### config.mk
export PLATFORM = sky130hd
export DESIGN_NAME = axi_llc_desc_merger_flat
export DESIGN_NICKNAME = d
export VERILOG_FILES = /design/src/rtl/axi_llc_desc_merger_pkg.sv /design/src/rtl/axi_llc_desc_merger_if.sv /design/src/rtl/axi_llc_desc_merger.sv /design/src/flat_wrapper.sv
export SDC_FILE = /design/constraint.sdc
export NUM_CORES = 1
export LEC_CHECK = 0
export ABC_AREA = 1
export BUFFER_PORTS_ARGS = -buffer_cell sky130_fd_sc_hd__buf_2
export CELL_PAD_IN_SITES_DETAIL_PLACEMENT = 0
export CELL_PAD_IN_SITES_GLOBAL_PLACEMENT = 1
export CORE_MARGIN = 2
export CORE_UTILIZATION = 29
export DETAILED_ROUTE_END_ITERATION = 7
export HOLD_SLACK_MARGIN = 0.06
export PLACE_DENSITY_LB_ADDON = 0.1
export RECOVER_POWER = 50
export SLEW_MARGIN = 0
export SYNTH_ARGS = -nofsm -noshare
export SYNTH_HDL_FRONTEND = slang
export SYNTH_SLANG_ARGS = --single-unit
### constraint.sdc
create_clock -name clk_i -period 2.1 [get_ports clk_i]
set_input_delay 0 -clock clk_i [delete_from_list [all_inputs] [get_ports clk_i]]
set_output_delay 0 -clock clk_i [all_outputs]
set_load 0.005 [all_outputs]
### src/rtl/axi_llc_desc_merger_pkg.sv
// rtl/axi_llc_desc_merger_pkg.sv - shared types for the LLC descriptor merger
package axi_llc_desc_merger_pkg;

  typedef struct packed {
    logic [7:0]  tag;
    logic [23:0] addr;
    logic        x_last;
  } desc_t;

  typedef enum logic [1:0] {
    IDLE  = 2'd0,
    DRAIN = 2'd1,
    FLUSH = 2'd2
  } merge_state_e;

endpackage

### src/rtl/axi_llc_desc_merger_if.sv
// rtl/axi_llc_desc_merger_if.sv - valid/ready descriptor channel
interface axi_llc_desc_merger_if;
  import axi_llc_desc_merger_pkg::*;

  desc_t desc;
  logic  valid;
  logic  ready;

  modport master (output desc, output valid, input ready);
  modport slave  (input desc, input valid, output ready);

endinterface

### src/rtl/axi_llc_desc_merger.sv
// rtl/axi_llc_desc_merger.sv - merges W, R and flush descriptors into one registered stream
module axi_llc_desc_merger
  import axi_llc_desc_merger_pkg::*;
#(
  parameter bit PrioWrite = 1'b1
) (
  input  logic                          clk_i,
  input  logic                          rst_ni,
  axi_llc_desc_merger_if.slave          w_i,
  axi_llc_desc_merger_if.slave          r_i,
  axi_llc_desc_merger_if.slave          flush_i,
  axi_llc_desc_merger_if.master         desc_o,
  output logic                          flush_pend_o
);

  merge_state_e state_q, state_d;
  logic         w_burst_q, w_burst_d;
  logic         r_burst_q, r_burst_d;
  logic         prio_q, prio_d;
  logic         valid_q, valid_d;
  desc_t        desc_q, desc_d;

  logic load_en;
  logic w_ok, r_ok, w_req, r_req;
  logic w_ready, r_ready, f_ready;
  logic w_gnt, r_gnt, f_gnt;

  always_comb begin
    state_d   = state_q;
    w_burst_d = w_burst_q;
    r_burst_d = r_burst_q;
    prio_d    = prio_q;
    valid_d   = valid_q;
    desc_d    = desc_q;
    w_ready   = 1'b0;
    r_ready   = 1'b0;
    f_ready   = 1'b0;

    load_en = !valid_q || desc_o.ready;

    // In DRAIN only an already-open burst may continue, so no new burst starts ahead of the flush.
    w_ok  = (state_q == IDLE) || ((state_q == DRAIN) && w_burst_q);
    r_ok  = (state_q == IDLE) || ((state_q == DRAIN) && r_burst_q);
    w_req = w_ok && w_i.valid;
    r_req = r_ok && r_i.valid;

    // Each ready looks only at the competing source's request, never at its own valid.
    if (load_en) begin
      if (state_q == FLUSH) begin
        f_ready = 1'b1;
      end else begin
        w_ready = w_ok && (prio_q || !r_req);
        r_ready = r_ok && (!prio_q || !w_req);
      end
    end

    w_gnt = w_ready && w_i.valid;
    r_gnt = r_ready && r_i.valid;
    f_gnt = f_ready && flush_i.valid;

    if (load_en) begin
      valid_d = w_gnt || r_gnt || f_gnt;
    end

    if (w_gnt) begin
      desc_d    = w_i.desc;
      w_burst_d = !w_i.desc.x_last;
      prio_d    = 1'b0;
    end else if (r_gnt) begin
      desc_d    = r_i.desc;
      r_burst_d = !r_i.desc.x_last;
      prio_d    = 1'b1;
    end else if (f_gnt) begin
      desc_d    = flush_i.desc;
    end

    case (state_q)
      IDLE: begin
        if (flush_i.valid) begin
          state_d = DRAIN;
        end
      end
      DRAIN: begin
        // Next-state burst flags let a last beat granted now open FLUSH on the very next cycle.
        if (!flush_i.valid) begin
          state_d = IDLE;
        end else if (!w_burst_d && !r_burst_d) begin
          state_d = FLUSH;
        end
      end
      FLUSH: begin
        if (f_gnt) begin
          state_d = IDLE;
        end
      end
      default: state_d = IDLE;
    endcase
  end

  always_ff @(posedge clk_i or negedge rst_ni) begin
    if (!rst_ni) begin
      state_q   <= IDLE;
      w_burst_q <= 1'b0;
      r_burst_q <= 1'b0;
      prio_q    <= PrioWrite;
      valid_q   <= 1'b0;
      desc_q    <= '0;
    end else begin
      state_q   <= state_d;
      w_burst_q <= w_burst_d;
      r_burst_q <= r_burst_d;
      prio_q    <= prio_d;
      valid_q   <= valid_d;
      desc_q    <= desc_d;
    end
  end

  assign w_i.ready     = w_ready;
  assign r_i.ready     = r_ready;
  assign flush_i.ready = f_ready;
  assign desc_o.valid  = valid_q;
  assign desc_o.desc   = desc_q;
  assign flush_pend_o  = (state_q != IDLE);

  a_out_stable: assert property (@(posedge clk_i) disable iff (!rst_ni)
    (valid_q && !desc_o.ready) |=> (valid_q && $stable(desc_q)));

  a_one_grant: assert property (@(posedge clk_i) disable iff (!rst_ni)
    $onehot0({w_gnt, r_gnt, f_gnt}));

  a_flush_last: assert property (@(posedge clk_i) disable iff (!rst_ni)
    f_gnt |-> flush_i.desc.x_last);

  a_flush_held: assert property (@(posedge clk_i) disable iff (!rst_ni)
    (state_q == FLUSH) |-> flush_i.valid);

endmodule
### src/flat_wrapper.sv
// flat-port wrapper written by rule: the top's interface ports become plain ports
module axi_llc_desc_merger_flat import axi_llc_desc_merger_pkg::*;
#(
  parameter bit PrioWrite = 1'b1
)
  (clk_i, rst_ni, flush_pend_o, w_i_desc, w_i_valid, w_i_ready, r_i_desc, r_i_valid, r_i_ready, flush_i_desc, flush_i_valid, flush_i_ready, desc_o_desc, desc_o_valid, desc_o_ready);
  axi_llc_desc_merger_if w_i_i ();
  axi_llc_desc_merger_if r_i_i ();
  axi_llc_desc_merger_if flush_i_i ();
  axi_llc_desc_merger_if desc_o_i ();
  input  logic clk_i;
  input  logic rst_ni;
  output logic flush_pend_o;
  input wire logic [$bits(w_i_i.desc)-1:0] w_i_desc;
  input wire logic [$bits(w_i_i.valid)-1:0] w_i_valid;
  output wire logic [$bits(w_i_i.ready)-1:0] w_i_ready;
  input wire logic [$bits(r_i_i.desc)-1:0] r_i_desc;
  input wire logic [$bits(r_i_i.valid)-1:0] r_i_valid;
  output wire logic [$bits(r_i_i.ready)-1:0] r_i_ready;
  input wire logic [$bits(flush_i_i.desc)-1:0] flush_i_desc;
  input wire logic [$bits(flush_i_i.valid)-1:0] flush_i_valid;
  output wire logic [$bits(flush_i_i.ready)-1:0] flush_i_ready;
  output wire logic [$bits(desc_o_i.desc)-1:0] desc_o_desc;
  output wire logic [$bits(desc_o_i.valid)-1:0] desc_o_valid;
  input wire logic [$bits(desc_o_i.ready)-1:0] desc_o_ready;
  assign w_i_i.desc = w_i_desc;
  assign w_i_i.valid = w_i_valid;
  assign w_i_ready = w_i_i.ready;
  assign r_i_i.desc = r_i_desc;
  assign r_i_i.valid = r_i_valid;
  assign r_i_ready = r_i_i.ready;
  assign flush_i_i.desc = flush_i_desc;
  assign flush_i_i.valid = flush_i_valid;
  assign flush_i_ready = flush_i_i.ready;
  assign desc_o_desc = desc_o_i.desc;
  assign desc_o_valid = desc_o_i.valid;
  assign desc_o_i.ready = desc_o_ready;
  axi_llc_desc_merger #(.PrioWrite(PrioWrite)) u_core (.clk_i(clk_i), .rst_ni(rst_ni), .w_i(w_i_i), .r_i(r_i_i), .flush_i(flush_i_i), .desc_o(desc_o_i), .flush_pend_o(flush_pend_o));
endmodule
==> flow_summary_export.csv, run 1 <==
group,metric,value,unit
route,drc,0,
route,wl,9.22,mm
sta,rsz0062_at_grt,"no",
sta,finClkSkew,0.00631,ns
clock_tree,clockRootBuffer,"clkbuf_8",
min_path,min_delay_path_depth,5,
worst_setup_path,r2r_end,"u_core.desc_o.desc[13]",
worst_setup_path,worst-setup-path-type,"reg -> reg",
layout,nNetsFinal,653,
worst_setup_path,cp-end-kind,"register",
run_status,status,"finished, final reports clean",
floorplanning,rows,33,
floorplanning,die-area,8940,sq um
layout,syn_to_final_growth,66.8,%
placement,io_buffers,142,
min_path,hp-start,"flush_i_desc[14]",
worst_setup_path,crit_path_start_kind,"register",
worst_setup_path,cp_slowest_cell,"dfrtp_1",
worst_setup_path,crit_path_start,"u_core.state_q[1]",
clock_tree,cts_sinks,39,
worst_setup_path,crit_arrival,2.06,ns
clock_tree,clk_pin_slew,0.08,ns
layout,finalNonFillerCells,654,
layout,antenna_cells,0,
yosys,synth.top_cell.area_share,0.400,
route,firstDrtPassIters,4,
yosys,synth_warnings,0,
placement,place_congestion,0.815,
yosys,ys.flop_type,"dfrtp_1",
worst_setup_path,path_cells,"inv_1 -> nand2_1 -> nor2_2 -> nand3_2 -> buf_4 -> inv_2 -> buf_4 -> nand2_1 -> nand3_1 -> nand2_1 -> nand2_1",
sta,tightestPinTransition,1.02,ns
sta,setup_viol,0,
grt,grt_pass1_wl,14.5,mm
yosys,async_reset_ff_frac,1.00,
sta,setup_ws,0.266,ns
route,drtAntennaViolNets,0,
floorplanning,die_w,94.5,um
clock_tree,htreeDepth,2,
worst_setup_path,worstPathMaxFanout,19,
worst_setup_path,crit_path_end,"u_core.desc_o.desc[13]",
yosys,synth_area,2380,sq um
sta,maxSlewHeadroom,0.317,
yosys,yosysUniqueCellTypes,19,
worst_setup_path,r2r_cells,11,
pwr,p_leak,2.09,nW
sta,fmax,0.545,GHz
sta,min_period,1.83,ns
placement,pre_cts_slack,0.294,ns
floorplanning,io_pins,143,
yosys,synth.top_cells.by_count,"nand2_1, nand3_1, dfrtp_1",
grt,grt_pass1_vias,3025,
worst_setup_path,worst_path_most_repeated_cell,"nand2_1",
clock_tree,cts_buffers,5,
sta,min_period_over_period,0.873,
grt,grt_antenna_before_repair,0,
pwr,vdd.ir_drop.worst,0.683,mV
worst_setup_path,r2r_slack,0.27,ns
floorplanning,core-area,8090,sq um
route,vias_per_cell,4.76,
min_path,min_path_type,"in -> reg",
grt,grt_max_degree,40,
clock_tree,post_cts_buffers,0,
sta,hold_viol,0,
placement,dpl.hpwl,5.97,mm
route,drt_iter0_drc,141,
yosys,yosysMostFrequentCell,"nand2_1",
floorplanning,start_util,0.294,
yosys,ys_ff_latch,39,
grt,track_usage,0.208,
sta,drv_slew,0,
floorplanning,dieHeight,94.5,um
route,wl_per_cell,14.1,um
run,drv_cap,0,
layout,drive_above_1_share,0.275,
worst_setup_path,critPathRequiredTime,2.33,ns
yosys,synth_cells,342,
yosys,ys_seq_area_frac,0.411,
worst_setup_path,cp_slowest_stage_delay,0.38,ns
worst_setup_path,r2r-start,"u_core.state_q[1]",
route,vias,3110,
yosys,synth_largest_area_cell,"dfrtp_1",
yosys,syn_nets,447,
sta,tns,0,ns
grt,gr-total-overflow,0,
placement,dp.cells,577,
clock_tree,clock_latency,0.29,ns
yosys,yosys-top-cells-area,"dfrtp_1, nand2_1, nand3_1",
clock_tree,clock_path_buffers,2,
clock_tree,cts_tree,"yes",
pwr,p_per_area,1150,nW/um^2
yosys,synth_edf_count,0,
yosys,avgSynthCellArea,6.95,sq um
-- cell families after synthesis --
logic type	share of synthesized area
AOI/OAI and AO/OA	0.0189
DFF	0.411
and+or+nand+nor	0.492
buffers and inverters	0.0779
-- power by group --
| group | switching, W | total [W] | internal [W] |
|---|---|---|---|
| clock network | 0.000270 | 0.000655 | 0.000385 |
| registers | 0.000197 | 0.00133 | 0.00114 |
| logic | 0.00160 | 0.00258 | 0.000977 |
| total | 0.00207 | 0.00457 | 0.00250 |
-- worst max-delay path, delay by kind of cell (launching register included) --
| kind | cells | cell delay [ns] |
|---|---|---|
| flops | 1 | 0.38 |
| buf+inv | 4 | 0.71 |
| simple gates | 7 | 0.67 |
-- area by class of cell --
cell class | instances | area (sq um)
clock inverters | 2 | 35.0
inverters | 15 | 56.3
multi-input cells | 263 | 1210
well taps | 105 | 131
flip-flops and latches | 39 | 977
repair buffers | 224 | 1470
fillers | 855 | 4130
clock buffers | 6 | 82.6
-- per-layer routing --
layer | vias to the layer above | share of wire | track usage
met3 | 13 | 0.060 | 0.0455
met2 | 110 | 0.50 | 0.368
li1 | 1554 | - | -
met4 | 0 | 0.012 | 0.0580
met1 | 1433 | 0.43 | 0.254
met5 | - | 0 | 0
-- state kept, by name, indices dropped and copies added (netlist names) --
name	cells
u_core.desc_o.desc	33
u_core.r_burst_q	1
u_core.w_burst_q	1
u_core.desc_o.valid	1
u_core.prio_q	1
u_core.state_q	2
-- layout by cell type, fill, tap and decap left out --
cell | Yosys | layout
a21oi_1 | 4 | 4
and2_1 | 2 | 2
buf_1 | 0 | 1
buf_2 | 10 | 117
buf_4 | 6 | 13
bufinv_16 | 0 | 1
clkbuf_1 | 9 | 23
clkbuf_2 | 0 | 1
clkbuf_8 | 0 | 6
clkinv_1 | 1 | 1
clkinv_2 | 0 | 1
dfrtp_1 | 38 | 38
dfstp_2 | 1 | 1
dlygate4sd3_1 | 0 | 69
inv_1 | 10 | 11
inv_2 | 4 | 3
nand2_1 | 141 | 141
nand3_1 | 64 | 64
nand3_2 | 4 | 4
nand4_1 | 35 | 35
nor2_1 | 5 | 5
nor2_2 | 3 | 3
nor2_4 | 1 | 1
o211ai_1 | 2 | 2
o21ai_0 | 2 | 2
-- what timing repair did --
item,in CTS,in global routing
gates resized for setup,0,0
endpoints found under the hold margin,75,0
hold buffers,69,0
-- worst min path at each step --
stage | to | slack, ns
2_1_floorplan | u_core.desc_o.desc[0] | -0.30
4_1_cts | u_core.desc_o.desc[14] | 0.06
6_report | u_core.desc_o.desc[14] | 0.07
3_5_place_dp | u_core.desc_o.desc[2] | 0.19
5_1_grt | u_core.desc_o.desc[14] | 0.08
3_3_place_gp | u_core.desc_o.desc[2] | 0.21
-- stage by stage --
stage	power [W]	hold WS [ns]	area (sq um)	util
finish	0.00457	0.0682	3970	0.490
global placement	0.00388	0.205	3190	0.394
floorplan	0.00294	-0.296	2380	-
CTS	0.00468	0.0618	4000	0.494
detailed placement	0.00390	0.189	3190	0.394
global route	0.00503	0.0777	3970	0.490
(Power assumes the default switching activity.)
==> inputs of run 2 (changes only) <==
--- a/config.mk
+++ b/config.mk
@@ -9,6 +9,7 @@
 export BUFFER_PORTS_ARGS = -buffer_cell sky130_fd_sc_hd__buf_2
 export CELL_PAD_IN_SITES_DETAIL_PLACEMENT = 0
 export CELL_PAD_IN_SITES_GLOBAL_PLACEMENT = 1
+export CORE_ASPECT_RATIO = 0.6
 export CORE_MARGIN = 2
 export CORE_UTILIZATION = 29
 export DETAILED_ROUTE_END_ITERATION = 7
==> constraint.sdc (replaced) <==
create_clock -name clk_i -period 1.75 [get_ports clk_i]
set_input_delay 0 -clock clk_i [delete_from_list [all_inputs] [get_ports clk_i]]
set_output_delay 0 -clock clk_i [all_outputs]
set_load 0.005 [all_outputs]
==> run 2 against run 1 <==
  * Clock skew decreased by 0.0025 ns
  * Sequential cell count unchanged
  * Die area increased by 0.26%
  * First-iteration DRC count increased by 48%
  * Maximum frequency increased by 14%
  * Total power increased by 29%
  * Register-to-register slack got worse by 0.13 ns
  * Critical path depth decreased by 2
  * Hold slack got worse by 0.015 ns
  * Utilization decreased by 0.50 points
  * Sequential share of layout area increased by 0.82 points
  * Largest cell class unchanged
==> flow_summary_export.csv, run 2 (synthesis results as in run 1) <==
group,metric,value,unit
worst_setup_path,worstPathMaxFanout,34,
floorplanning,start_util,0.300,
grt,grt_max_degree,35,
pwr,p_leak,2.04,nW
worst_setup_path,crit_arrival,1.78,ns
worst_setup_path,path_buf_inv,1,
layout,finalNonFillerCells,634,
route,drt_iter0_drc,208,
sta,min_period,1.61,ns
grt,grt_antenna_before_repair,0,
clock_tree,clock_path_buffers,2,
placement,dp.cells,588,
worst_setup_path,cp-end-kind,"register",
clock_tree,clock_latency,0.28,ns
min_path,min_path_type,"in -> reg",
clock_tree,clk_pin_slew,0.06,ns
sta,tightestPinTransition,0.627,ns
clock_tree,cts_sinks,39,
placement,placed_area,3300,sq um
run_status,status,"finished, final reports clean",
sta,min_period_over_period,0.920,
sta,maxSlewHeadroom,0.582,
grt,grt_pass1_wl,14.2,mm
clock_tree,cts_tree,"yes",
placement,dpl.hpwl,6.47,mm
floorplanning,die-area,8960,sq um
sta,finClkSkew,0.00385,ns
floorplanning,die_w,121,um
route,drc,0,
layout,drive_above_1_share,0.304,
sta,tns,0,ns
placement,place_congestion,0.744,
worst_setup_path,worst-setup-path-type,"reg -> reg",
layout,nNetsFinal,630,
clock_tree,clockRootBuffer,"clkbuf_16",
clock_tree,cts_buffers,5,
sta,setup_viol,0,
floorplanning,dieHeight,74.1,um
worst_setup_path,critPathRequiredTime,1.92,ns
route,drtAntennaViolNets,0,
pwr,p_total,0.00587,W
layout,layout_common_cells,"nand2_1, buf_2, nand3_1",
worst_setup_path,cpLargestDelayFamily,"simple AND/OR/NAND/NOR gates",
placement,io_buffers,142,
layout,antenna_cells,0,
route,vias_per_cell,4.77,
worst_setup_path,path_cells,"nand2_1 -> nand2_1 -> nor2_4 -> buf_12 -> nand4_1 -> nand2_1 -> nand2_1 -> nand2_1 -> nand2_1",
route,wl_per_cell,13.9,um
layout,layout_commonest_cell,"nand2_1",
worst_setup_path,cp_slowest_stage_delay,0.42,ns
layout,largest_reg_flops,33,
floorplanning,core-area,7910,sq um
grt,grt_pass1_vias,2835,
worst_setup_path,cp_slowest_cell,"dfrtp_1",
pwr,vdd.ir_drop.worst,0.551,mV
floorplanning,io_pins,143,
clock_tree,htreeDepth,2,
route,firstDrtPassIters,4,
route,wl,8.78,mm
grt,gr-total-overflow,0,
run,drv_cap,0,
sta,fmax,0.621,GHz
grt,track_usage,0.202,
layout,design_area,3840,sq um
worst_setup_path,crit_path_start_kind,"register",
worst_setup_path,worst_path_most_repeated_cell,"nand2_1",
pwr,p_per_area,1530,nW/um^2
route,vias,3022,
layout,syn_to_final_growth,61.5,%
sta,drv_slew,0,
floorplanning,rows,25,
sta,hold_viol,0,
[run 2: cell count changes in the layout (fill, tap and decap cells not counted), sizes merged]
cell and change:
bufinv -1, clkbuf +3, buf +7, dlygate4sd3 -31, clkinv -1
[run 2: final cells by class]
type	count	area [sq um]
clock buffer	8	156
fill	850	4080
inverter	15	56.3
multi-input combinational	263	1230
sequential	39	977
tap	108	135
timing repair buffer	201	1280
[run 2: final timing paths]
path | from | to | slack, ns | cells past startpoint
max | u_core.state_q[0] | u_core.state_q[0] | 0.14 | 9
min | flush_i_desc[24] | u_core.desc_o.desc[24] | 0.05 | 5
max reg2reg | u_core.state_q[0] | u_core.state_q[0] | 0.14 | 9
min reg2reg | u_core.desc_o.desc[23] | u_core.desc_o.desc[23] | 0.47 | 2
max in group asynchronous | rst_ni | u_core.desc_o.desc[10] | 0.69 | 3
min in group asynchronous | rst_ni | u_core.desc_o.desc[22] | 0.28 | 2
[run 2: repair_timing]
action | CTS | global route
endpoints found under the setup margin | 1 | 37
gates resized for setup | 0 | 6
hold buffers | 38 | 0
pin swaps | 0 | 1
buffers inserted | 0 | 1
endpoints found under the hold margin | 50 | 0
[run 2: worst register-to-register path, cell delays in order (launching register included)]
cell and delay (ns):
dfrtp_1 0.42, nand2_1 0.12, nand2_1 0.09, nor2_4 0.15, buf_12 0.21, nand4_1 0.16, nand2_1 0.13, nand2_1 0.10
nand2_1 0.08, nand2_1 0.04
[run 2: stage by stage]
stage / utilization / hold WS [ns] / setup slack, ns
6_report: 0.485 / 0.0535 / 0.139
5_1_grt: 0.485 / 0.0786 / -0.00648
4_1_cts: 0.484 / 0.0610 / 0.0269
3_5_place_dp: 0.417 / 0.0467 / 0.0809
3_3_place_gp: 0.417 / 0.0395 / 0.112
2_1_floorplan: - / -0.296 / 0.289
[run 2: power by group]
group          internal (W)  switching, W
Clock              0.000606      0.000331
Sequential          0.00137      0.000248
Combinational       0.00136       0.00196
Total               0.00333       0.00254
[run 2: metal layers]
layer,share of wire,vias up,GRT usage
met2,0.42,135,0.312
met5,0,-,0
met4,0.0050,0,0.0388
met1,0.47,1372,0.286
li1,-,1511,-
met3,0.10,4,0.0598
==> inputs of run 3 (changes only) <==
--- a/config.mk
+++ b/config.mk
@@ -10,7 +10,6 @@
 export CELL_PAD_IN_SITES_DETAIL_PLACEMENT = 0
 export CELL_PAD_IN_SITES_GLOBAL_PLACEMENT = 1
 export CORE_ASPECT_RATIO = 0.6
-export CORE_MARGIN = 2
 export CORE_UTILIZATION = 29
 export DETAILED_ROUTE_END_ITERATION = 7
 export HOLD_SLACK_MARGIN = 0.06
==> run 3 against run 2 <==
  * Combinational power hardly changed
  * Register-to-register slack hardly changed
  * Via count is 0.43% higher
  * Global-route usage is 1.0 points higher
  * Routed wire length is 5.0% higher
  * Total power is 0.66% higher
  * Sequential power hardly changed
  * Sequential cell count stayed put
  * Final cell count is 1.6% higher
  * Largest power group unchanged
  * Highest routed layer unchanged
==> flow_summary_export.csv, run 3 (synthesis results as in run 1) <==
group,metric,value,unit
run_status,status,"finished, final reports clean",
route,drc,0,
route,drt_iter0_drc,112,
route,wl,9.22,mm
sta,rsz0062_at_grt,"no",
sta,min_period,1.61,ns
grt,grt_pass1_vias,2918,
worst_setup_path,cp_slowest_cell,"dfstp_2",
pwr,p_per_area,1510,nW/um^2
grt,gr-total-overflow,0,
placement,pre_cts_slack,-0.00574,ns
worst_setup_path,r2r_slack,0.14,ns
pwr,p_leak,2.09,nW
grt,grt_antenna_before_repair,0,
route,vias_per_cell,4.71,
sta,hold_viol,0,
worst_setup_path,path_cells,"nand2_1 -> clkinv_1 -> nand3_1 -> nand3_4 -> buf_12 -> inv_2 -> buf_4 -> nand2_1 -> nand3_1 -> nand2_1 -> nand2_1",
floorplanning,die_w,119,um
grt,grt_max_degree,36,
pwr,vdd.ir_drop.worst,0.526,mV
sta,finClkSkew,0.00391,ns
layout,layout_common_cells,"nand2_1, buf_2, nand3_1",
worst_setup_path,crit_arrival,1.78,ns
worst_setup_path,worst_path_most_repeated_cell,"nand2_1",
sta,fmax,0.622,GHz
worst_setup_path,crit_path_start_kind,"register",
layout,nNetsFinal,640,
sta,maxSlewHeadroom,0.380,
clock_tree,cts_tree,"yes",
floorplanning,dieHeight,72.1,um
sta,hold_ws,0.0578,ns
placement,io_buffers,142,
placement,dpl.hpwl,6.32,mm
floorplanning,io_pins,143,
sta,setup_ws,0.141,ns
placement,place_congestion,0.782,
sta,setup_viol,0,
worst_setup_path,cp-end-kind,"register",
clock_tree,clk_pin_slew,0.06,ns
worst_setup_path,critPathRequiredTime,1.92,ns
run,drv_cap,0,
route,wl_per_cell,14.3,um
layout,fillers,829,
clock_tree,clock_latency,0.28,ns
worst_setup_path,worst-setup-path-type,"reg -> reg",
route,vias,3035,
route,firstDrtPassIters,4,
floorplanning,die-area,8580,sq um
sta,min_period_over_period,0.919,
worst_setup_path,path_buf_inv,4,
layout,syn_to_final_growth,64.6,%
route,drtAntennaViolNets,0,
layout,antenna_cells,0,
sta,drv_slew,0,
layout,largest_reg_flops,33,
layout,layout_commonest_cell,"nand2_1",
clock_tree,htreeDepth,2,
floorplanning,start_util,0.300,
layout,drive_above_1_share,0.312,
clock_tree,cts_sinks,39,
worst_setup_path,cp_slowest_stage_delay,0.55,ns
clock_tree,clock_path_buffers,2,
worst_setup_path,worstPathMaxFanout,8,
grt,track_usage,0.212,
grt,grt_pass1_wl,14.5,mm
min_path,min_path_type,"in -> reg",
clock_tree,clockRootBuffer,"clkbuf_16",
clock_tree,cts_buffers,5,
sta,tightestPinTransition,0.930,ns
worst_setup_path,cpLargestDelayFamily,"simple AND/OR/NAND/NOR gates",
floorplanning,rows,25,
floorplanning,core-area,7910,sq um
pwr,p_total,0.00591,W
[run 3: final timing paths]
path                                        startpoint                     end  cells after the start
worst max-delay path                     u_core.prio_q   u_core.desc_o.desc[1]                     11
worst min-delay path                  flush_i_desc[32]  u_core.desc_o.desc[32]                      5
worst max register to register           u_core.prio_q   u_core.desc_o.desc[1]                     11
worst min register to register  u_core.desc_o.desc[32]  u_core.desc_o.desc[32]                      2
max in group asynchronous                       rst_ni        u_core.r_burst_q                      3
min in group asynchronous                       rst_ni  u_core.desc_o.desc[28]                      2
[run 3: routing by layer]
layer	routed length, um	vias up	track usage	part of all wire
li1	-	1525	-	-
met1	4700	1389	0.315	0.51
met2	3790	119	0.318	0.41
met3	723	2	0.0542	0.078
met4	2	0	0.0239	0.00022
met5	0	-	0	0
[run 3: worst reg2reg max path, cell delays in order (launching register included)]
cell and delay (ns):
dfstp_2 0.55, nand2_1 0.06, clkinv_1 0.04, nand3_1 0.12, nand3_4 0.12, buf_12 0.13, inv_2 0.06, buf_4 0.15
nand2_1 0.06, nand3_1 0.09, nand2_1 0.07, nand2_1 0.05
[run 3: cell type report]
type,count,area (sq um),share of cell area
sequential,39,977,0.250
inverter,15,58.8,0.0150
tap,108,135,0.0345
clock inverter,1,7.51,0.00192
timing repair buffer,211,1350,0.346
multi-input combinational,263,1230,0.314
clock buffer,7,153,0.0390
[run 3: metrics by stage]
| step | instances | utilization | setup TNS [ns] | cell area (sq um) |
|---|---|---|---|---|
| finish | 644 | 0.495 | 0 | 3910 |
| CTS | 639 | 0.490 | 0 | 3870 |
| global placement | 586 | 0.412 | 0 | 3260 |
| global route | 644 | 0.495 | 0 | 3910 |
| floorplan | 342 | - | 0 | 2380 |
| detailed placement | 586 | 0.412 | -0.00574 | 3260 |
[run 3: timing repair]
item,4_1_cts,5_1_grt
hold buffers,45,0
buffers inserted,0,4
hold endpoints to repair,70,0
gates resized for setup,1,3
pin swaps,0,1
gates cloned,0,1
setup endpoints to repair,1,31
[run 3: report_power, final]
part / internal (W) / switching (W) / leakage (nW)
combinational: 0.00132 / 0.00202 / 1.53
sequential: 0.00137 / 0.000252 / 0.477
clock: 0.000606 / 0.000352 / 0.0761
total: 0.00329 / 0.00262 / 2.09
